[src/rtl/packet_segmenter_pkg.sv]
// Flit and identifier types shared by the NoC transmit path.
// A HEAD flit reuses the payload field to carry the global destination id.
package packet_segmenter_pkg;

   localparam int MAX_FLIT_DEF   = 8;
   localparam int DATA_WIDTH_DEF = 32;
   localparam int NODE_ID_W      = 4;
   localparam int PACKET_ID_W    = 3;
   localparam int FLIT_NUM_W     = $clog2(MAX_FLIT_DEF + 1);

   typedef logic [NODE_ID_W-1:0]      node_id_t;
   typedef logic [PACKET_ID_W-1:0]    packet_id_t;
   typedef logic [FLIT_NUM_W-1:0]     flit_num_t;
   typedef logic [DATA_WIDTH_DEF-1:0] payload_data_t;

   typedef enum logic [1:0] {
      HEAD = 2'd0,
      BODY = 2'd1,
      TAIL = 2'd2
   } flittype_t;

   typedef struct packed {
      packet_id_t packet_id;
      flit_num_t  flit_num;
   } flit_id_t;

   typedef struct packed {
      flittype_t flittype;
      flit_id_t  flit_id;
      node_id_t  src_id;
   } header_t;

   typedef struct packed {
      logic [DATA_WIDTH_DEF-NODE_ID_W-1:0] rsvd;
      node_id_t                            global_dst_id;
   } head_payload_t;

   typedef union packed {
      payload_data_t data;
      head_payload_t hdr;
   } payload_t;

   typedef struct packed {
      header_t  header;
      payload_t payload;
   } flit_t;

endpackage

[src/rtl/packet_segmenter.sv]
// Store-and-forward segmenter: buffers one packet of core words, then emits
// HEAD, BODY..., TAIL flits toward the router with a registered output stage.
module packet_segmenter
   import packet_segmenter_pkg::*;
#(
   parameter int MAX_NUM_OF_FLIT = MAX_FLIT_DEF,
   parameter int DATA_WIDTH      = DATA_WIDTH_DEF
) (
   input  logic                  nocclk,
   input  logic                  rst_n,
   input  node_id_t              this_node_id,
   input  node_id_t              in_dst_id,
   input  logic [DATA_WIDTH-1:0] in_data,
   input  logic                  in_last,
   input  logic                  in_valid,
   output logic                  in_ready,
   output flit_t                 out_flit,
   output logic                  out_flit_valid,
   input  logic                  out_flit_ready,
   output logic                  busy,
   output logic                  packet_sent,
   output logic                  err_overflow
);

   localparam int CAP   = MAX_NUM_OF_FLIT - 1;
   localparam int CNT_W = $clog2(MAX_NUM_OF_FLIT);

   typedef enum logic [1:0] {
      S_IDLE,
      S_COLLECT,
      S_SEND_HEAD,
      S_SEND_DATA
   } state_t;

   state_t            state_reg, state_next;
   logic [CNT_W-1:0]  word_cnt_reg, cnt_after;
   logic [CNT_W-1:0]  rd_idx_reg, rd_idx_next;
   payload_data_t     payload_mem [CAP];
   node_id_t          dst_reg;
   packet_id_t        pkt_id_reg;
   logic              overflow_reg;
   flit_t             out_flit_reg, out_flit_next;
   logic              out_valid_reg, out_valid_next;
   logic              packet_sent_reg, err_overflow_reg;

   logic in_hs, out_hs, tail_hs, mem_full;

   assign in_ready = (state_reg == S_IDLE) || (state_reg == S_COLLECT);
   assign in_hs    = in_valid & in_ready;
   assign out_hs   = out_valid_reg & out_flit_ready;
   assign tail_hs  = out_hs && (state_reg == S_SEND_DATA) &&
                     (out_flit_reg.header.flittype == TAIL);
   assign mem_full  = (word_cnt_reg == CNT_W'(CAP));
   assign cnt_after = mem_full ? word_cnt_reg : word_cnt_reg + 1'b1;

   assign out_flit       = out_flit_reg;
   assign out_flit_valid = out_valid_reg;
   assign busy           = (state_reg != S_IDLE);
   assign packet_sent    = packet_sent_reg;
   assign err_overflow   = err_overflow_reg;

   always_comb begin
      state_next = state_reg;
      case (state_reg)
         S_IDLE:      if (in_hs) state_next = in_last ? S_SEND_HEAD : S_COLLECT;
         S_COLLECT:   if (in_hs && in_last) state_next = S_SEND_HEAD;
         S_SEND_HEAD: if (out_hs) state_next = S_SEND_DATA;
         S_SEND_DATA: if (tail_hs) state_next = S_IDLE;
         default:     state_next = S_IDLE;
      endcase
   end

   // Next flit is loaded only when the current one is consumed, so the
   // registered output holds steady under backpressure.
   always_comb begin
      out_flit_next  = out_flit_reg;
      out_valid_next = out_valid_reg;
      rd_idx_next    = rd_idx_reg;
      if (in_hs && in_last) begin
         out_valid_next                            = 1'b1;
         out_flit_next                             = '0;
         out_flit_next.header.flittype             = HEAD;
         out_flit_next.header.flit_id.packet_id    = pkt_id_reg;
         out_flit_next.header.flit_id.flit_num     = FLIT_NUM_W'(cnt_after) + FLIT_NUM_W'(1);
         out_flit_next.header.src_id               = this_node_id;
         out_flit_next.payload.hdr.global_dst_id   = (state_reg == S_IDLE) ? in_dst_id : dst_reg;
         rd_idx_next                               = '0;
      end else if (tail_hs) begin
         out_valid_next = 1'b0;
         out_flit_next  = '0;
      end else if (out_hs) begin
         out_flit_next.header.flittype =
            (rd_idx_reg == word_cnt_reg - 1'b1) ? TAIL : BODY;
         out_flit_next.payload.data    = payload_mem[rd_idx_reg];
         rd_idx_next                   = rd_idx_reg + 1'b1;
      end
   end

   always_ff @(posedge nocclk) begin
      if (in_hs && !mem_full)
         payload_mem[word_cnt_reg] <= in_data;
   end

   always_ff @(posedge nocclk or negedge rst_n) begin
      if (!rst_n) begin
         state_reg        <= S_IDLE;
         word_cnt_reg     <= '0;
         rd_idx_reg       <= '0;
         dst_reg          <= '0;
         pkt_id_reg       <= '0;
         overflow_reg     <= 1'b0;
         out_flit_reg     <= '0;
         out_valid_reg    <= 1'b0;
         packet_sent_reg  <= 1'b0;
         err_overflow_reg <= 1'b0;
      end else begin
         state_reg        <= state_next;
         out_flit_reg     <= out_flit_next;
         out_valid_reg    <= out_valid_next;
         rd_idx_reg       <= rd_idx_next;
         packet_sent_reg  <= tail_hs;
         err_overflow_reg <= in_hs & in_last & (overflow_reg | mem_full);
         if (in_hs) begin
            if (state_reg == S_IDLE)
               dst_reg <= in_dst_id;
            // Words past capacity are dropped but still count toward the error.
            if (mem_full)
               overflow_reg <= 1'b1;
            else
               word_cnt_reg <= word_cnt_reg + 1'b1;
         end
         if (tail_hs) begin
            pkt_id_reg   <= pkt_id_reg + 1'b1;
            word_cnt_reg <= '0;
            overflow_reg <= 1'b0;
         end
      end
   end

endmodule

[config.mk]
export PLATFORM = sky130hd
export DESIGN_NAME = packet_segmenter
export DESIGN_NICKNAME = d
export VERILOG_FILES = /design/src/rtl/packet_segmenter_pkg.sv /design/src/rtl/packet_segmenter.sv
export SDC_FILE = /design/constraint.sdc
export NUM_CORES = 1
export LEC_CHECK = 0
export CAP_MARGIN = 0
export CORE_MARGIN = 2
export CORE_UTILIZATION = 54
export DETAILED_ROUTE_END_ITERATION = 12
export GPL_TIMING_DRIVEN = 0
export PLACE_DENSITY = 0.81
export SETUP_SLACK_MARGIN = 0.4
export SLEW_MARGIN = 20
export SYNTH_ARGS = -nofsm -noshare
export SYNTH_HDL_FRONTEND = slang
export SYNTH_SLANG_ARGS = --single-unit
[constraint.sdc]
create_clock -name nocclk -period 7.4 [get_ports nocclk]
set_input_delay 1.48 -clock nocclk [delete_from_list [all_inputs] [get_ports nocclk]]
set_output_delay 1.48 -clock nocclk [all_outputs]
set_load 0.02 [all_outputs]
==> results.cfg <==
[cts]
cts_sinks = 288
root_buffer = clkbuf_16
clk_latency_ns = 0.54
tritoncts = done
ctsResizeCount = 0
clockBufferDepth = 3
cts_hold_buf = 0
htree_levels = 1
postCtsSetupBuffers = 0
cts_made_buffers = 28
cts.clk_slew.worst_paths_ns = 0.06

[setup_path]
path_class = flop to primary output
startpoint_type = flop
r2r_end = payload_mem[0][30]$_DFFE_PP_
reg2reg_slack_ns = 4.59
critPathCapture = in_ready
endpoint_kind = primary output
arrival_ns = 2.20
ff2ff_path_depth = 9
cp_max_fo = 9
setup.worst_path.start = state_reg[0]$_DFFE_PN0P_
r2r_start = state_reg[0]$_DFFE_PN0P_
crit_required_ns = 5.92

[final_layout]
syn2layout_area_growth_pct = 21.49
final_nets = 872
utilization = 0.6728
largest_reg_flops = 224
final_cell_mix = edfxtp_1, mux2i_1, clkdlybuf4s50_1
drive_above_1_share = 0.1418
layout_commonest_cell = edfxtp_1
antenna_cells = 0
final_cell_area_sq_um = 13700

[sta]
relSlewSlack = 0.4315
fin_crit_sh = 0.4973
fin_skew_ns = 0.01986
drv_slew = 0
fmax_mhz = 271.7
worst_slew_pin_slew_ns = 0.8457
worst_slack_ns = 3.720
hold_viol_final = 0
finalSetupTns_ns = 0
post-route-min-period_ns = 3.680
rsz0062_at_grt = no
setup_viol = 0

[route]
drt_first_pass_iters = 5
vias = 6633
totalWireLength_mm = 25.42
drt_iter0_drc = 441
avgViaCountPerCell = 5.981
ant_nets = 0
post_drt_wl_per_cell_um = 22.92
drc = 0

[power]
ir_drop_mv = 0.2524
pwr_density_cell_nw_per_um2 = 389.6
leakage_nw = 5.015
power.total_mw = 5.339

[grt]
grt_first_pass_wirelength_mm = 38.54
grt.total_usage = 0.2309
antenna_found_initial = 0
grt_max_degree = 40
grt-ovfl-total = 0
grt_pass1_vias = 6932

[floorplan]
core_area_sq_um = 20360
die_x_um = 148.5
placementRows = 52
die_area_sq_um = 22060
start_util = 0.5538
io_pins = 95
die_h_um = 148.5

[yosys]
ys_seq_area_frac = 0.7384
ys_types = 40
ys_warn_count = 0
avgSynthCellArea_sq_um = 16.88
syn_nets = 723
synth_seq_cells = 288
synth_cells = 668
synth_top_cell_area_share = 0.5964
ys_top_cells_by_area = edfxtp_1, dfrtp_1, mux2i_1
yosysTopAreaCell = edfxtp_1
netlist_area_sq_um = 11280

[job]
max_cap_viol_count = 0

[outcome]
status = complete, no violations

[placed_design]
io_buffer_count = 94
dp_hpwl_mm = 16.15
placed_cell_area_sq_um = 12830
pre_cts_ws_ns = 3.476
gp_congestion = 0.8158

[min_path]
hold_path.class = flop to flop
## layer usage
| layer | track usage | vias to the layer above | share of wire |
|---|---|---|---|
| li1 | - | 2912 | - |
| met1 | 0.3002 | 3352 | 0.40 |
| met2 | 0.3926 | 312 | 0.50 |
| met3 | 0.04172 | 57 | 0.074 |
| met4 | 0.08571 | 0 | 0.026 |
| met5 | 0 | - | 0 |
## area by class of cell
| cell class | count | area (sq um) |
|---|---|---|
| buffer | 36 | 244.0 |
| clock buffer | 36 | 730.7 |
| clock inverter | 16 | 138.9 |
| fill | 1324 | 6663 |
| inverter | 6 | 22.52 |
| multi-input combinational | 338 | 2725 |
| sequential | 288 | 8328 |
| tap | 270 | 337.8 |
| timing repair buffer | 119 | 1175 |
## stage by stage
step           std cells  hold WS (ns)
5_1_grt             1109        0.4920
3_5_place_dp        1057        0.4671
4_1_cts             1109        0.4758
3_3_place_gp        1032        0.4587
2_1_floorplan        668        0.4452
6_report            1109        0.4754
## worst max-delay path, stage by stage, from the launching register on
cell and delay, ns:
dfrtp_1 0.38, inv_1 0.11, ha_1 0.22, buf_6 0.14
or2_2 0.28, clkdlybuf4s50_1 0.54
## synth_stat cells
library cell  count
nor2b_1           3
a22oi_1          28
buf_4             8
a31oi_1           1
nand3_1           2
nor2_4            1
xor2_1            3
xnor2_1           8
o21ai_0           2
nor3_1            5
o221ai_1          4
mux2i_1         101
and2_4            1
nand2_1          10
o2bb2ai_1         2
inv_1             6
o21a_4            1
a22o_1           11
clkbuf_1          5
a221o_1           5
buf_6             8
ha_1             10
nand4_1           1
nand3b_1          3
edfxtp_1        224
mux2_2           10
nor4_1            1
or2_2             2
o211ai_1          4
nor2_2            2
buf_2            15
a32o_1           28
nand4b_1          1
a21oi_4           1
or3_1             1
nor3b_1           1
dfrtp_1          64
nor2_1           45
a21oi_1          33
nand2b_1          7
## kinds of logic after synthesis
| kind of cell | count (synthesis) | synth area share |
|---|---|---|
| AND/OR/NAND/NOR | 86 | 0.03606 |
| multiplexers | 111 | 0.09962 |
| flip-flops | 288 | 0.7384 |
| adder cells (fa/ha/maj) | 10 | 0.01109 |
| AO/OA/AOI/OAI | 120 | 0.08265 |
| buffers and inverters | 42 | 0.02363 |
| XOR/XNOR | 11 | 0.008543 |
## power breakdown
part	internal [mW]	leakage, nW	switching (mW)	total (mW)
combinational	0.811	1.78	1.03	1.85
clock	0.767	0.421	0.571	1.34
sequential	2.01	2.81	0.143	2.16
## worst min-delay path by stage
| stage | start | to | slack, ns | cells after the start |
|---|---|---|---|---|
| floorplan | pkt_id_reg[2]$_DFFE_PN0P_ | pkt_id_reg[2]$_DFFE_PN0P_ | 0.45 | 1 |
| global placement | pkt_id_reg[2]$_DFFE_PN0P_ | pkt_id_reg[2]$_DFFE_PN0P_ | 0.46 | 1 |
| detailed placement | pkt_id_reg[2]$_DFFE_PN0P_ | pkt_id_reg[2]$_DFFE_PN0P_ | 0.47 | 1 |
| CTS | pkt_id_reg[2]$_DFFE_PN0P_ | pkt_id_reg[2]$_DFFE_PN0P_ | 0.48 | 1 |
| global route | pkt_id_reg[2]$_DFFE_PN0P_ | pkt_id_reg[2]$_DFFE_PN0P_ | 0.49 | 1 |
| finish | pkt_id_reg[2]$_DFFE_PN0P_ | pkt_id_reg[2]$_DFFE_PN0P_ | 0.48 | 1 |
(Power assumes the default switching activity.)
